## config.mk

```make
export PLATFORM = sky130hd
export DESIGN_NAME = rle_stream_arb_flat
export DESIGN_NICKNAME = d
export VERILOG_FILES = /design/src/rtl/rle_stream_arb_if.sv /design/src/rtl/rle_stream_arb.sv /design/src/flat_wrapper.sv
export SDC_FILE = /design/constraint.sdc
export NUM_CORES = 1
export LEC_CHECK = 0
export ABC_AREA = 1
export CAP_MARGIN = 10
export CELL_PAD_IN_SITES_DETAIL_PLACEMENT = 1
export CELL_PAD_IN_SITES_GLOBAL_PLACEMENT = 1
export CORE_MARGIN = 10
export CORE_UTILIZATION = 25
export CTS_CLUSTER_DIAMETER = 100
export DETAILED_ROUTE_END_ITERATION = 7
export HOLD_SLACK_MARGIN = 0.05
export PLACE_DENSITY = 0.81
export SLEW_MARGIN = 20
export SYNTH_ARGS = -nofsm -noshare
export SYNTH_HDL_FRONTEND = slang
export SYNTH_SLANG_ARGS = --single-unit
export TNS_END_PERCENT = 50
```

## constraint.sdc

```tcl
create_clock -name clk -period 1.5 [get_ports clk]
set_input_delay 0.15 -clock clk [delete_from_list [all_inputs] [get_ports clk]]
set_output_delay 0.15 -clock clk [all_outputs]
set_load 0.01 [all_outputs]
```

## src/rtl/rle_stream_arb_if.sv

```systemverilog
// Bundle of source, encoder and sink handshakes around the shared RLE encoder.
// The slave modport is the arbiter's view and the master modport is the environment's view.
interface rle_stream_arb_if #(
  parameter int unsigned CNT_W = 16
);
  logic             src0_recv_ready;
  logic [7:0]       src0_data;
  logic             src0_eos;
  logic             src0_rd_req;
  logic             src1_recv_ready;
  logic [7:0]       src1_data;
  logic             src1_eos;
  logic             src1_rd_req;
  logic             enc_recv_ready;
  logic [7:0]       enc_in_data;
  logic             enc_end_of_stream;
  logic             enc_rd_req;
  logic             enc_send_ready;
  logic [23:0]      enc_out_data;
  logic             enc_wr_req;
  logic             dst0_send_ready;
  logic             dst1_send_ready;
  logic             dst0_wr_req;
  logic             dst1_wr_req;
  logic [23:0]      dst_data;
  logic             owner;
  logic             busy;
  logic             drain_timeout;
  logic [CNT_W-1:0] stream_cnt0;
  logic [CNT_W-1:0] stream_cnt1;

  modport slave (
    input  src0_recv_ready, src0_data, src0_eos,
    input  src1_recv_ready, src1_data, src1_eos,
    input  enc_rd_req, enc_out_data, enc_wr_req,
    input  dst0_send_ready, dst1_send_ready,
    output src0_rd_req, src1_rd_req,
    output enc_recv_ready, enc_in_data, enc_end_of_stream, enc_send_ready,
    output dst0_wr_req, dst1_wr_req, dst_data,
    output owner, busy, drain_timeout, stream_cnt0, stream_cnt1
  );

  modport master (
    output src0_recv_ready, src0_data, src0_eos,
    output src1_recv_ready, src1_data, src1_eos,
    output enc_rd_req, enc_out_data, enc_wr_req,
    output dst0_send_ready, dst1_send_ready,
    input  src0_rd_req, src1_rd_req,
    input  enc_recv_ready, enc_in_data, enc_end_of_stream, enc_send_ready,
    input  dst0_wr_req, dst1_wr_req, dst_data,
    input  owner, busy, drain_timeout, stream_cnt0, stream_cnt1
  );
endinterface

```

## src/rtl/rle_stream_arb.sv

```systemverilog
// Round-robin stream arbiter sharing one RLE encoder between two sources and two sinks.
// A grant covers a whole stream plus the drain of its final run record.
module rle_stream_arb #(
  parameter int unsigned DRAIN_TIMEOUT = 64,
  parameter int unsigned CNT_W         = 16
) (
  input  logic              clk,
  input  logic              rst,
  rle_stream_arb_if.slave   bus
);

  localparam int unsigned    DW         = (DRAIN_TIMEOUT > 1) ? $clog2(DRAIN_TIMEOUT) : 1;
  localparam logic [DW-1:0]  DRAIN_LAST = DW'(DRAIN_TIMEOUT - 1);

  typedef enum logic [1:0] {
    IDLE  = 2'd0,
    GRANT = 2'd1,
    DRAIN = 2'd2
  } state_e;

  state_e           state_q, state_d;
  logic             owner_q, owner_d;
  logic             last_owner_q, last_owner_d;
  logic [DW-1:0]    drain_cnt_q, drain_cnt_d;
  logic [CNT_W-1:0] cnt0_q, cnt0_d;
  logic [CNT_W-1:0] cnt1_q, cnt1_d;
  logic             timeout_q, timeout_d;

  logic             sel_ready;
  logic [7:0]       sel_data;
  logic             sel_eos;
  logic             sel_dst_ready;
  logic             byte_acc;
  logic             rec_acc;
  logic             active;
  logic             in_grant;
  logic             routed;

  always_comb begin
    sel_ready     = owner_q ? bus.src1_recv_ready : bus.src0_recv_ready;
    sel_data      = owner_q ? bus.src1_data       : bus.src0_data;
    sel_eos       = owner_q ? bus.src1_eos        : bus.src0_eos;
    sel_dst_ready = owner_q ? bus.dst1_send_ready : bus.dst0_send_ready;
    byte_acc      = (state_q == GRANT) && bus.enc_rd_req && sel_ready;
    rec_acc       = (state_q != IDLE) && bus.enc_wr_req && sel_dst_ready;
  end

  always_ff @(posedge clk) begin
    if (rst) begin
      state_q      <= IDLE;
      owner_q      <= 1'b0;
      last_owner_q <= 1'b1;
      drain_cnt_q  <= '0;
      cnt0_q       <= '0;
      cnt1_q       <= '0;
      timeout_q    <= 1'b0;
    end else begin
      state_q      <= state_d;
      owner_q      <= owner_d;
      last_owner_q <= last_owner_d;
      drain_cnt_q  <= drain_cnt_d;
      cnt0_q       <= cnt0_d;
      cnt1_q       <= cnt1_d;
      timeout_q    <= timeout_d;
    end
  end

  always_comb begin
    state_d      = state_q;
    owner_d      = owner_q;
    last_owner_d = last_owner_q;
    drain_cnt_d  = drain_cnt_q;
    cnt0_d       = cnt0_q;
    cnt1_d       = cnt1_q;
    timeout_d    = 1'b0;
    unique case (state_q)
      IDLE: begin
        if (bus.src0_recv_ready || bus.src1_recv_ready) begin
          // Tie goes to whichever source did not own the previous stream.
          owner_d = (bus.src0_recv_ready && bus.src1_recv_ready) ? ~last_owner_q
                                                                 : bus.src1_recv_ready;
          state_d = GRANT;
        end
      end
      GRANT: begin
        if (byte_acc && sel_eos) begin
          state_d     = DRAIN;
          drain_cnt_d = '0;
        end
      end
      DRAIN: begin
        if (rec_acc) begin
          state_d      = IDLE;
          last_owner_d = owner_q;
          if (owner_q) cnt1_d = cnt1_q + 1'b1;
          else         cnt0_d = cnt0_q + 1'b1;
        end else if (sel_dst_ready) begin
          // Only cycles where the sink could have taken a record count toward release.
          if (drain_cnt_q == DRAIN_LAST) begin
            state_d      = IDLE;
            last_owner_d = owner_q;
            timeout_d    = 1'b1;
          end else begin
            drain_cnt_d = drain_cnt_q + 1'b1;
          end
        end
      end
      default: state_d = IDLE;
    endcase
  end

  always_comb begin
    active   = !rst;
    in_grant = active && (state_q == GRANT);
    routed   = active && (state_q != IDLE);

    bus.enc_recv_ready    = in_grant && sel_ready;
    bus.enc_in_data       = sel_data;
    bus.enc_end_of_stream = in_grant && sel_eos;
    bus.src0_rd_req       = in_grant && !owner_q && bus.enc_rd_req && bus.src0_recv_ready;
    bus.src1_rd_req       = in_grant &&  owner_q && bus.enc_rd_req && bus.src1_recv_ready;

    bus.enc_send_ready    = routed && sel_dst_ready;
    bus.dst0_wr_req       = routed && !owner_q && bus.enc_wr_req && bus.dst0_send_ready;
    bus.dst1_wr_req       = routed &&  owner_q && bus.enc_wr_req && bus.dst1_send_ready;
    bus.dst_data          = bus.enc_out_data;

    bus.owner             = owner_q;
    bus.busy              = (state_q != IDLE);
    bus.drain_timeout     = timeout_q;
    bus.stream_cnt0       = cnt0_q;
    bus.stream_cnt1       = cnt1_q;
  end

endmodule

```

## src/flat_wrapper.sv

```systemverilog
// flat-port wrapper written by rule: the top's interface ports become plain ports
module rle_stream_arb_flat 
#(
  parameter int unsigned DRAIN_TIMEOUT = 64,
  parameter int unsigned CNT_W         = 16
)
  (clk, rst, bus_src0_recv_ready, bus_src0_data, bus_src0_eos, bus_src1_recv_ready, bus_src1_data, bus_src1_eos, bus_enc_rd_req, bus_enc_out_data, bus_enc_wr_req, bus_dst0_send_ready, bus_dst1_send_ready, bus_src0_rd_req, bus_src1_rd_req, bus_enc_recv_ready, bus_enc_in_data, bus_enc_end_of_stream, bus_enc_send_ready, bus_dst0_wr_req, bus_dst1_wr_req, bus_dst_data, bus_owner, bus_busy, bus_drain_timeout, bus_stream_cnt0, bus_stream_cnt1);
  rle_stream_arb_if #(.CNT_W(CNT_W)) bus_i ();
  input  logic clk;
  input  logic rst;
  input wire logic [$bits(bus_i.src0_recv_ready)-1:0] bus_src0_recv_ready;
  input wire logic [$bits(bus_i.src0_data)-1:0] bus_src0_data;
  input wire logic [$bits(bus_i.src0_eos)-1:0] bus_src0_eos;
  input wire logic [$bits(bus_i.src1_recv_ready)-1:0] bus_src1_recv_ready;
  input wire logic [$bits(bus_i.src1_data)-1:0] bus_src1_data;
  input wire logic [$bits(bus_i.src1_eos)-1:0] bus_src1_eos;
  input wire logic [$bits(bus_i.enc_rd_req)-1:0] bus_enc_rd_req;
  input wire logic [$bits(bus_i.enc_out_data)-1:0] bus_enc_out_data;
  input wire logic [$bits(bus_i.enc_wr_req)-1:0] bus_enc_wr_req;
  input wire logic [$bits(bus_i.dst0_send_ready)-1:0] bus_dst0_send_ready;
  input wire logic [$bits(bus_i.dst1_send_ready)-1:0] bus_dst1_send_ready;
  output wire logic [$bits(bus_i.src0_rd_req)-1:0] bus_src0_rd_req;
  output wire logic [$bits(bus_i.src1_rd_req)-1:0] bus_src1_rd_req;
  output wire logic [$bits(bus_i.enc_recv_ready)-1:0] bus_enc_recv_ready;
  output wire logic [$bits(bus_i.enc_in_data)-1:0] bus_enc_in_data;
  output wire logic [$bits(bus_i.enc_end_of_stream)-1:0] bus_enc_end_of_stream;
  output wire logic [$bits(bus_i.enc_send_ready)-1:0] bus_enc_send_ready;
  output wire logic [$bits(bus_i.dst0_wr_req)-1:0] bus_dst0_wr_req;
  output wire logic [$bits(bus_i.dst1_wr_req)-1:0] bus_dst1_wr_req;
  output wire logic [$bits(bus_i.dst_data)-1:0] bus_dst_data;
  output wire logic [$bits(bus_i.owner)-1:0] bus_owner;
  output wire logic [$bits(bus_i.busy)-1:0] bus_busy;
  output wire logic [$bits(bus_i.drain_timeout)-1:0] bus_drain_timeout;
  output wire logic [$bits(bus_i.stream_cnt0)-1:0] bus_stream_cnt0;
  output wire logic [$bits(bus_i.stream_cnt1)-1:0] bus_stream_cnt1;
  assign bus_i.src0_recv_ready = bus_src0_recv_ready;
  assign bus_i.src0_data = bus_src0_data;
  assign bus_i.src0_eos = bus_src0_eos;
  assign bus_i.src1_recv_ready = bus_src1_recv_ready;
  assign bus_i.src1_data = bus_src1_data;
  assign bus_i.src1_eos = bus_src1_eos;
  assign bus_i.enc_rd_req = bus_enc_rd_req;
  assign bus_i.enc_out_data = bus_enc_out_data;
  assign bus_i.enc_wr_req = bus_enc_wr_req;
  assign bus_i.dst0_send_ready = bus_dst0_send_ready;
  assign bus_i.dst1_send_ready = bus_dst1_send_ready;
  assign bus_src0_rd_req = bus_i.src0_rd_req;
  assign bus_src1_rd_req = bus_i.src1_rd_req;
  assign bus_enc_recv_ready = bus_i.enc_recv_ready;
  assign bus_enc_in_data = bus_i.enc_in_data;
  assign bus_enc_end_of_stream = bus_i.enc_end_of_stream;
  assign bus_enc_send_ready = bus_i.enc_send_ready;
  assign bus_dst0_wr_req = bus_i.dst0_wr_req;
  assign bus_dst1_wr_req = bus_i.dst1_wr_req;
  assign bus_dst_data = bus_i.dst_data;
  assign bus_owner = bus_i.owner;
  assign bus_busy = bus_i.busy;
  assign bus_drain_timeout = bus_i.drain_timeout;
  assign bus_stream_cnt0 = bus_i.stream_cnt0;
  assign bus_stream_cnt1 = bus_i.stream_cnt1;
  rle_stream_arb #(.DRAIN_TIMEOUT(DRAIN_TIMEOUT), .CNT_W(CNT_W)) u_core (.clk(clk), .rst(rst), .bus(bus_i));
endmodule
```

==> flow_summary_export.csv, run 1 <==
group,metric,value,unit
yosys,synthFlopType,"dfxtp_1",
worst_setup_path,cp.arrival,1.77,ns
timing,finalSetupViolCount,17,
clock_tree,cts_buffers,5,
layout,final_common_cell,"nand2_1",
place,place.gp.congestion,0.886,
clock_tree,hold_buffers,0,
layout,postLayoutCoreUtil,40.9,%
layout,final_cells,667,
worst_setup_path,cp_num_buf_inv,4,
yosys,syn_nets,477,
hold_path,min_path_type,"primary input to primary output",
run_status,violations,"setup timing",
grt,grt_max_degree,22,
grt,overflow,0,
worst_setup_path,crit_fanout,5,
layout,drive_gt1_share,30.1,%
run_status,status,"finished, violations left",
timing,slew-limit-headroom,81.0,%
worst_setup_path,crit_type,"flip-flop to flip-flop",
power,p_per_area,864,nW/um2
floorplan,ios,124,
timing,hold_viol_final,0,
timing,fin_crit_sh,106,%
yosys,synth-seq-cells,43,
floorplan,coreArea,10400,um2
worst_setup_path,end_kind,"flip-flop",
yosys,synth-seq-area-share,31.8,%
floorplan,placementRows,37,
yosys,async_reset_ff_share,0,%
timing,clock_skew,0.00963,ns
grt,track_usage,12.5,%
clock_tree,cts_num_sinks,43,
clock_tree,cts-root-buf,"clkbuf_8",
worst_setup_path,crit_family,"buffers and inverters",
clock_tree,clockBufferDepth,2,
drt,drt_iter0_drc,57,
worst_setup_path,cpMaxStageDelayCell,"dfxtp_2",
worst_setup_path,critPathMostFrequentCell,"buf_4",
drt,vias,3139,
place,hpwl,7.48,mm
timing,min_period,1.59,ns
timing,fmax,630,MHz
worst_setup_path,cp_data_required_time,1.69,ns
clock_tree,insertion_delay,0.30,ns
yosys,postSynthCellCount,420,
drt,wl_per_cell,15.4,um
floorplan,start_util,26.0,%
floorplan,die_area,15400,um2
place,dp.cells,636,
drt,vias_per_cell,4.71,
power,power.leakage,1.75,nW
drt,drc,0,
power,vdd_ir_drop_max,0.000377,V
grt,grt_first_pass_wirelength,15.8,mm
yosys,netlist_area,2710,um2
timing,slew_violations,0,
flow_run,max_cap_violations,0,
timing,fin_ws,-0.0875,ns
drt,drt_wl_total,10.3,mm
worst_setup_path,path_cells,"inv_4, ha_4, nor2_4, nand3_4, buf_4, buf_4, buf_4, nand2_1, a21oi_1",
grt,grt_pass1_vias,3267,
timing,rsz0062_at_grt,"true",
floorplan,die_x,124,um
drt,drtPass1Iterations,4,
layout,nets,587,
layout,layout.cells.most_common_list,"110 x nand2_1, 55 x clkdlybuf4s50_1, 52 x nor2_1",
timing,worst_slew_pin_slew,0.283,ns
clock_tree,htreeDepth,2,
yosys,synth.avg_cell_area,6.44,um2
yosys,synth-edff-count,0,
floorplan,fp.dieH,124,um
grt,antenna_found_initial,0,
layout,num_antenna_cells,0,
yosys,synth.distinct_cells,32,
clock_tree,cts_tree,"yes",
layout,syn_to_final_growth,57.2,%
clock_tree,clk_pin_slew,0.09,ns
yosys,ys_warn_count,0,
layout,nFillCells,1321,
worst_setup_path,cpPeakStageDelay,0.37,ns
worst_setup_path,cp-start-kind,"flip-flop",
drt,postRouteAntennaNets,0,
place,port_buffers,75,
## cell type report
type / instances / area (um2) / area share (%)
Multi-Input combinational cell: 308 / 1750 / 41.1
Timing Repair Buffer: 136 / 1220 / 28.7
Sequential cell: 43 / 881 / 20.7
Tap cell: 136 / 170 / 4.00
Inverter: 36 / 148 / 3.47
Clock buffer: 6 / 72.6 / 1.71
Clock inverter: 2 / 12.5 / 0.294
## what timing repair did
| item | CTS | global route |
|---|---|---|
| pin swaps | 14 | 29 |
| endpoints found under the setup margin | 58 | 61 |
| gates cloned | 1 | 1 |
| resized for setup | 72 | 79 |
| buffers inserted | 11 | 12 |
## cell families after synthesis
kind of cell,after synthesis,synth area share [%]
DFF,43,31.8
AOI/OAI and AO/OA,43,8.09
and+or+nand+nor,251,41.0
adders and majority gates,7,3.24
buffers and inverters,70,13.9
xor gates and xnor gates,6,1.94
## worst paths after layout
path                              from                        end  slack [ns]  cells after the start
max reg2reg          u_core.state_q[1]  u_core.bus.stream_cnt0[1]       -0.09                      9
min               bus_enc_out_data[18]           bus_dst_data[18]        0.30                      0
max                  u_core.state_q[1]  u_core.bus.stream_cnt0[1]       -0.09                      9
min reg2reg  u_core.bus.stream_cnt0[3]  u_core.bus.stream_cnt0[3]        0.48                      1
## report_power, final
part           switching [mW]  total (mW)  internal, mW  leakage, nW
sequential             0.0488        1.25          1.21        0.355
clock                   0.426       0.752         0.327       0.0412
combinational           0.901        1.67         0.768         1.35
## cells in the mapped netlist (2+ instances only)
library cell	number	area [um2]
nand2_1	123	462
nor2_1	59	221
dfxtp_1	43	861
inv_1	32	120
a21oi_1	30	150
nand3_1	29	145
buf_4	28	210
nor3_1	12	60.1
o21ai_0	11	55.1
nand4_1	9	56.3
ha_1	7	87.6
inv_2	4	15.0
xnor2_1	4	35.0
clkbuf_1	3	11.3
nor2_2	3	18.8
nor2_4	3	33.8
nor3b_1	3	22.5
nand2_2	2	12.5
xor2_1	2	17.5
## stage by stage
stage | TNS (ns) | setup slack (ns) | hold WS [ns] | cell area (um2) | power [mW]
2_1_floorplan | -0.0215 | -0.0215 | 0.226 | 2720 | 2.03
3_3_place_gp | -6.02 | -0.247 | 0.300 | 3690 | 2.49
3_5_place_dp | -8.30 | -0.305 | 0.300 | 3690 | 2.56
4_1_cts | -0.446 | -0.0484 | 0.300 | 3940 | 3.51
5_1_grt | -2.95 | -0.171 | 0.300 | 4260 | 3.90
6_report | -0.484 | -0.0875 | 0.300 | 4260 | 3.68
## per-layer routing
layer | GRT usage [%] | vias up | wire length [um]
met3 | 3.17 | 25 | 698
met2 | 23.0 | 83 | 5120
li1 | - | 1541 | -
met5 | 0 | - | 0
met1 | 13.5 | 1490 | 4200
met4 | 4.46 | 0 | 278
## sequential cells by signal, summed over array words and instances (netlist names)
name                      flops
u_core.bus.owner              1
u_core.last_owner_q           1
u_core.state_q                2
u_core.bus.drain_timeout      1
u_core.bus.stream_cnt0       16
u_core.bus.stream_cnt1       16
u_core.drain_cnt_q            6
Note: power is estimated with default switching activity, not from simulation.
==> run 2: changes to the inputs <==
--- a/config.mk
+++ b/config.mk
@@ -19,4 +19,4 @@
 export SYNTH_ARGS = -nofsm -noshare
 export SYNTH_HDL_FRONTEND = slang
 export SYNTH_SLANG_ARGS = --single-unit
-export TNS_END_PERCENT = 50
+export TNS_END_PERCENT = 1
==> run 2 against run 1 <==
Against the previous run:
- the run still ends with setup timing left
- cell area fell by 6.4%
- hold slack did not move
- critical path depth fell by 1
- sequential share of layout area rose by 1.5 points
- clock skew fell by 0.0010 ns
- largest power group unchanged
- highest routed layer unchanged
==> flow_summary_export.csv, run 2 (synthesized netlist as in run 1, its figures left out) <==
group,metric,value,unit
run_status,status,"finished, violations left",
run_status,violations,"setup timing",
worst_setup_path,end_kind,"flip-flop",
place,post_dp_cell_area,3690,um2
drt,drtPass1Iterations,4,
layout,syn_to_final_growth,47.2,%
flow_run,max_cap_violations,0,
grt,grt_pass1_vias,3173,
timing,worst_slew_pin_slew,0.275,ns
grt,grt_first_pass_wirelength,15.2,mm
timing,slew-limit-headroom,81.6,%
clock_tree,cts_tree,"yes",
worst_setup_path,cp.arrival,1.79,ns
floorplan,die_area,15400,um2
worst_setup_path,crit_fanout,8,
worst_setup_path,critPathMostFrequentCell,"nor2_1",
clock_tree,cts_buffers,5,
clock_tree,clk_pin_slew,0.09,ns
layout,final_cells,650,
grt,overflow,0,
floorplan,placementRows,37,
timing,setup_tns,-0.774,ns
place,place.gp.congestion,0.886,
floorplan,start_util,26.0,%
drt,drc,0,
worst_setup_path,rr_startpoint,"u_core.state_q[1]",
grt,grt_max_degree,22,
worst_setup_path,cp.depth,8,
timing,finalSetupViolCount,17,
grt,track_usage,11.9,%
power,power.leakage,1.58,nW
timing,fin_crit_sh,106,%
grt,antenna_found_initial,0,
floorplan,coreArea,10400,um2
timing,fmax,627,MHz
power,vdd_ir_drop_max,0.000376,V
timing,rsz0062_at_grt,"true",
worst_setup_path,crit_family,"simple AND/OR/NAND/NOR gates",
layout,nets,570,
worst_setup_path,path_cells,"inv_4, ha_4, nor2_4, nand3_4, buf_4, nor2_1, xnor2_1, nor2_1",
worst_setup_path,cp_data_required_time,1.69,ns
layout,fin_area,3980,um2
clock_tree,clockBufferDepth,2,
timing,hold_viol_final,0,
drt,drt_iter0_drc,64,
worst_setup_path,cp_num_buf_inv,2,
worst_setup_path,cpPeakStageDelay,0.38,ns
drt,wl_per_cell,14.4,um
layout,drive_gt1_share,24.1,%
drt,vias_per_cell,4.66,
worst_setup_path,startpoint,"u_core.state_q[1]",
drt,drt_wl_total,9.37,mm
place,dp.cells,636,
floorplan,die_x,124,um
timing,fin_ws,-0.0942,ns
layout,postLayoutCoreUtil,38.2,%
power,p_per_area,852,nW/um2
layout,num_antenna_cells,0,
hold_path,min-delay-start,"bus_enc_out_data[17]",
clock_tree,htreeDepth,2,
timing,clock_skew,0.00858,ns
floorplan,ios,124,
layout,layout.cells.most_common_list,"116 x nand2_1, 55 x nor2_1, 55 x clkdlybuf4s50_1",
worst_setup_path,cpMaxStageDelayCell,"dfxtp_4",
worst_setup_path,cp-start-kind,"flip-flop",
floorplan,fp.dieH,124,um
timing,min_period,1.59,ns
clock_tree,insertion_delay,0.30,ns
worst_setup_path,crit_type,"flip-flop to flip-flop",
place,hpwl,7.48,mm
hold_path,min_path_type,"primary input to primary output",
clock_tree,hold_buffers,0,
clock_tree,cts-root-buf,"clkbuf_8",
drt,vias,3026,
drt,postRouteAntennaNets,0,
place,port_buffers,75,
layout,final_common_cell,"nand2_1",
timing,slew_violations,0,
worst_setup_path,reg2reg_depth,8,
clock_tree,cts_num_sinks,43,
hold_path,holdPathStages,0,
## run 2: cell types whose count changed in the layout (fill, tap and decap cells not counted), moves of 4 or more
cell | before | now
nand2_1 | 110 | 116
nand2_4 | 5 | 1
buf_2 | 8 | 4
buf_6 | 13 | 5
nand3_1 | 20 | 24
o21ai_0 | 7 | 11
buf_4 | 47 | 40
## run 2: final timing paths
| check | to | slack, ns |
|---|---|---|
| worst max-delay path | u_core.bus.stream_cnt0[4] | -0.09 |
| worst max register to register | u_core.bus.stream_cnt0[4] | -0.09 |
| worst min-delay path | bus_dst_data[17] | 0.30 |
| worst min register to register | u_core.bus.stream_cnt0[0] | 0.47 |
## run 2: power breakdown
group	switching, mW	internal, mW
clock network	0.427	0.327
logic	0.733	0.636
registers	0.0578	1.21
## run 2: metrics by stage
| stage | power (mW) | hold WS [ns] | setup slack, ns |
|---|---|---|---|
| floorplan | 2.03 | 0.226 | -0.0215 |
| global placement | 2.49 | 0.300 | -0.247 |
| detailed placement | 2.56 | 0.300 | -0.305 |
| CTS | 3.28 | 0.300 | -0.175 |
| global route | 3.63 | 0.300 | -0.211 |
| finish | 3.39 | 0.300 | -0.0942 |
## run 2: timing repair
action	CTS	global route
pin swaps	2	8
hold endpoints to repair	0	0
gates resized for setup	38	65
endpoints found under the setup margin	58	63
buffers inserted	0	6
## run 2: cell type report
cell class,instances,area [um2]
Timing Repair Buffer,120,1080
Clock inverter,2,12.5
Inverter,36,145
Sequential cell,43,886
Clock buffer,6,72.6
Fill cell,1316,6430
Multi-Input combinational cell,307,1610
Tap cell,136,170
## run 2: layer usage
metal  GRT usage (%)  vias up  wire (um)
met4            4.17        0        245
li1                -     1507          -
met3            2.94       25        631
met2            22.0       85       4560
met1            12.8     1409       3940
met5               0        -          0
==> run 3: changes to the inputs <==
--- a/config.mk
+++ b/config.mk
@@ -15,6 +15,7 @@
 export DETAILED_ROUTE_END_ITERATION = 7
 export HOLD_SLACK_MARGIN = 0.05
 export PLACE_DENSITY = 0.81
+export REMOVE_ABC_BUFFERS = 1
 export SLEW_MARGIN = 20
 export SYNTH_ARGS = -nofsm -noshare
 export SYNTH_HDL_FRONTEND = slang
==> run 3 against run 2 <==
Against the previous run:
- the flow still finishes with violations (setup timing)
- setup slack lost 0.011 ns
- wire length grew 15%
- total power grew 18%
- core utilization grew 1.5 points
- clock-buffer cell count is the same
- largest cell class unchanged
- highest routed layer unchanged
==> flow_summary_export.csv, run 3 (synthesized netlist as in run 1, its figures left out) <==
group,metric,value,unit
run_status,status,"finished, violations left",
run_status,violations,"setup timing",
drt,postRouteAntennaNets,0,
timing,fin_ws,-0.105,ns
timing,slew-limit-headroom,79.3,%
power,clockPowerShare,27.7,%
worst_setup_path,cpPeakStageDelay,0.37,ns
timing,worst_slew_pin_slew,0.311,ns
layout,final_common_cell,"nand2_1",
clock_tree,clk_pin_slew,0.09,ns
floorplan,die_x,124,um
timing,setup_tns,-1.21,ns
floorplan,coreArea,10400,um2
worst_setup_path,crit_fanout,5,
worst_setup_path,path_cells,"inv_4, buf_6, ha_4, inv_4, buf_4, o21ai_0, nand3b_1, nor2_1, nor2_1",
grt,grt_pass1_vias,3408,
flow_run,max_cap_violations,0,
place,dpl_worst_slack,-0.295,ns
place,port_buffers,75,
timing,fin_crit_sh,107,%
timing,fmax,623,MHz
power,power.leakage,1.72,nW
grt,overflow,0,
grt,grt_max_degree,23,
floorplan,die_area,15400,um2
worst_setup_path,cp-start-kind,"flip-flop",
layout,drive_gt1_share,25.9,%
drt,wl_per_cell,16.4,um
power,power.switching,1.38,mW
floorplan,placementRows,37,
worst_setup_path,end_kind,"flip-flop",
power,p_seq_share,31.6,%
floorplan,start_util,26.0,%
grt,grt_first_pass_wirelength,16.5,mm
layout,layout.cells.most_common_list,"115 x nand2_1, 53 x clkdlybuf4s50_1, 50 x nor2_1",
layout,num_antenna_cells,0,
layout,syn_to_final_growth,53.0,%
clock_tree,cts_num_sinks,43,
drt,drt_iter0_drc,83,
power,p_per_area,968,nW/um2
layout,postLayoutCoreUtil,39.8,%
timing,rsz0062_at_grt,"true",
worst_setup_path,cp_data_required_time,1.70,ns
worst_setup_path,crit_type,"flip-flop to flip-flop",
drt,drt_wl_total,10.8,mm
place,dp.cells,643,
drt,vias,3135,
floorplan,ios,124,
grt,antenna_found_initial,0,
drt,vias_per_cell,4.76,
grt,track_usage,13.2,%
clock_tree,cts_buffers,5,
timing,slew_violations,0,
worst_setup_path,reg2reg_depth,9,
power,comb_power_share,40.7,%
clock_tree,clockBufferDepth,2,
place,hpwl,7.89,mm
drt,drtPass1Iterations,4,
timing,clock_skew,0.0138,ns
timing,finalSetupViolCount,26,
worst_setup_path,cpMaxStageDelayCell,"dfxtp_2",
clock_tree,htreeDepth,2,
layout,final_cells,658,
place,place.gp.congestion,0.862,
worst_setup_path,cp.arrival,1.81,ns
hold_path,holdPathStages,0,
drt,drc,0,
clock_tree,cts_tree,"yes",
power,vdd_ir_drop_max,0.000384,V
hold_path,min_path_type,"primary input to primary output",
timing,hold_viol_final,0,
floorplan,fp.dieH,124,um
layout,nets,578,
timing,min_period,1.61,ns
power,p_int,2.64,mW
clock_tree,insertion_delay,0.30,ns
clock_tree,cts-root-buf,"clkbuf_8",
power,switching_share,34.3,%
-- run 3: what timing repair did --
| action | 4_1_cts | 5_1_grt |
|---|---|---|
| gates resized for setup | 61 | 63 |
| buffers inserted | 1 | 5 |
| endpoints found under the setup margin | 59 | 70 |
| pin swaps | 5 | 15 |
| cloned | 1 | 0 |
| hold buffers | 0 | 0 |
-- run 3: cell type report --
cell class | instances | area, um2
Inverter | 36 | 148
Clock buffer | 6 | 72.6
Multi-Input combinational cell | 308 | 1640
Timing Repair Buffer | 127 | 1170
Tap cell | 136 | 170
Clock inverter | 2 | 60.1
Sequential cell | 43 | 878
Fill cell | 1323 | 6270
-- run 3: final timing paths --
kind                                           startpoint                         to  slack, ns
worst min-delay path                 bus_enc_out_data[10]           bus_dst_data[10]       0.30
worst min register to register  u_core.bus.stream_cnt0[0]  u_core.bus.stream_cnt0[0]       0.48
worst max-delay path                    u_core.state_q[0]          u_core.state_q[0]      -0.11
worst max register to register          u_core.state_q[0]          u_core.state_q[0]      -0.11
-- run 3: routing by layer --
layer | share of wire (%) | up-vias | GRT usage, % | routed length [um]
li1 | - | 1522 | - | -
met1 | 45 | 1497 | 15.6 | 4800
met2 | 46 | 100 | 22.4 | 4990
met3 | 7.3 | 16 | 4.75 | 782
met4 | 1.8 | 0 | 2.59 | 199
met5 | 0 | - | 0 | 0
-- run 3: stage by stage --
step	hold WS, ns	power (mW)	instance area, um2
global placement	0.300	2.56	3760
global route	0.300	4.25	4140
finish	0.300	4.01	4140
floorplan	0.219	1.91	2460
detailed placement	0.300	2.63	3760
CTS	0.300	3.86	3960
-- run 3: worst max-delay path: cells and delay by family (launching register included) --
| family | cells | cell delay (ns) |
|---|---|---|
| AOI/OAI and AO/OA | 1 | 0.09 |
| adders and majority gates | 1 | 0.17 |
| buffers and inverters | 4 | 0.35 |
| DFF | 1 | 0.37 |
| and+or+nand+nor | 3 | 0.52 |
-- run 3: power by group through the flow --
| stage | Combinational [mW] | Clock, mW | Sequential [mW] |
|---|---|---|---|
| after floorplan | 0.623 | 0 | 1.28 |
| after global placement | 1.30 | 0 | 1.26 |
| after detailed placement | 1.37 | 0 | 1.27 |
| after CTS | 1.47 | 1.14 | 1.25 |
| after global routing | 1.77 | 1.20 | 1.27 |
| final | 1.63 | 1.11 | 1.27 |
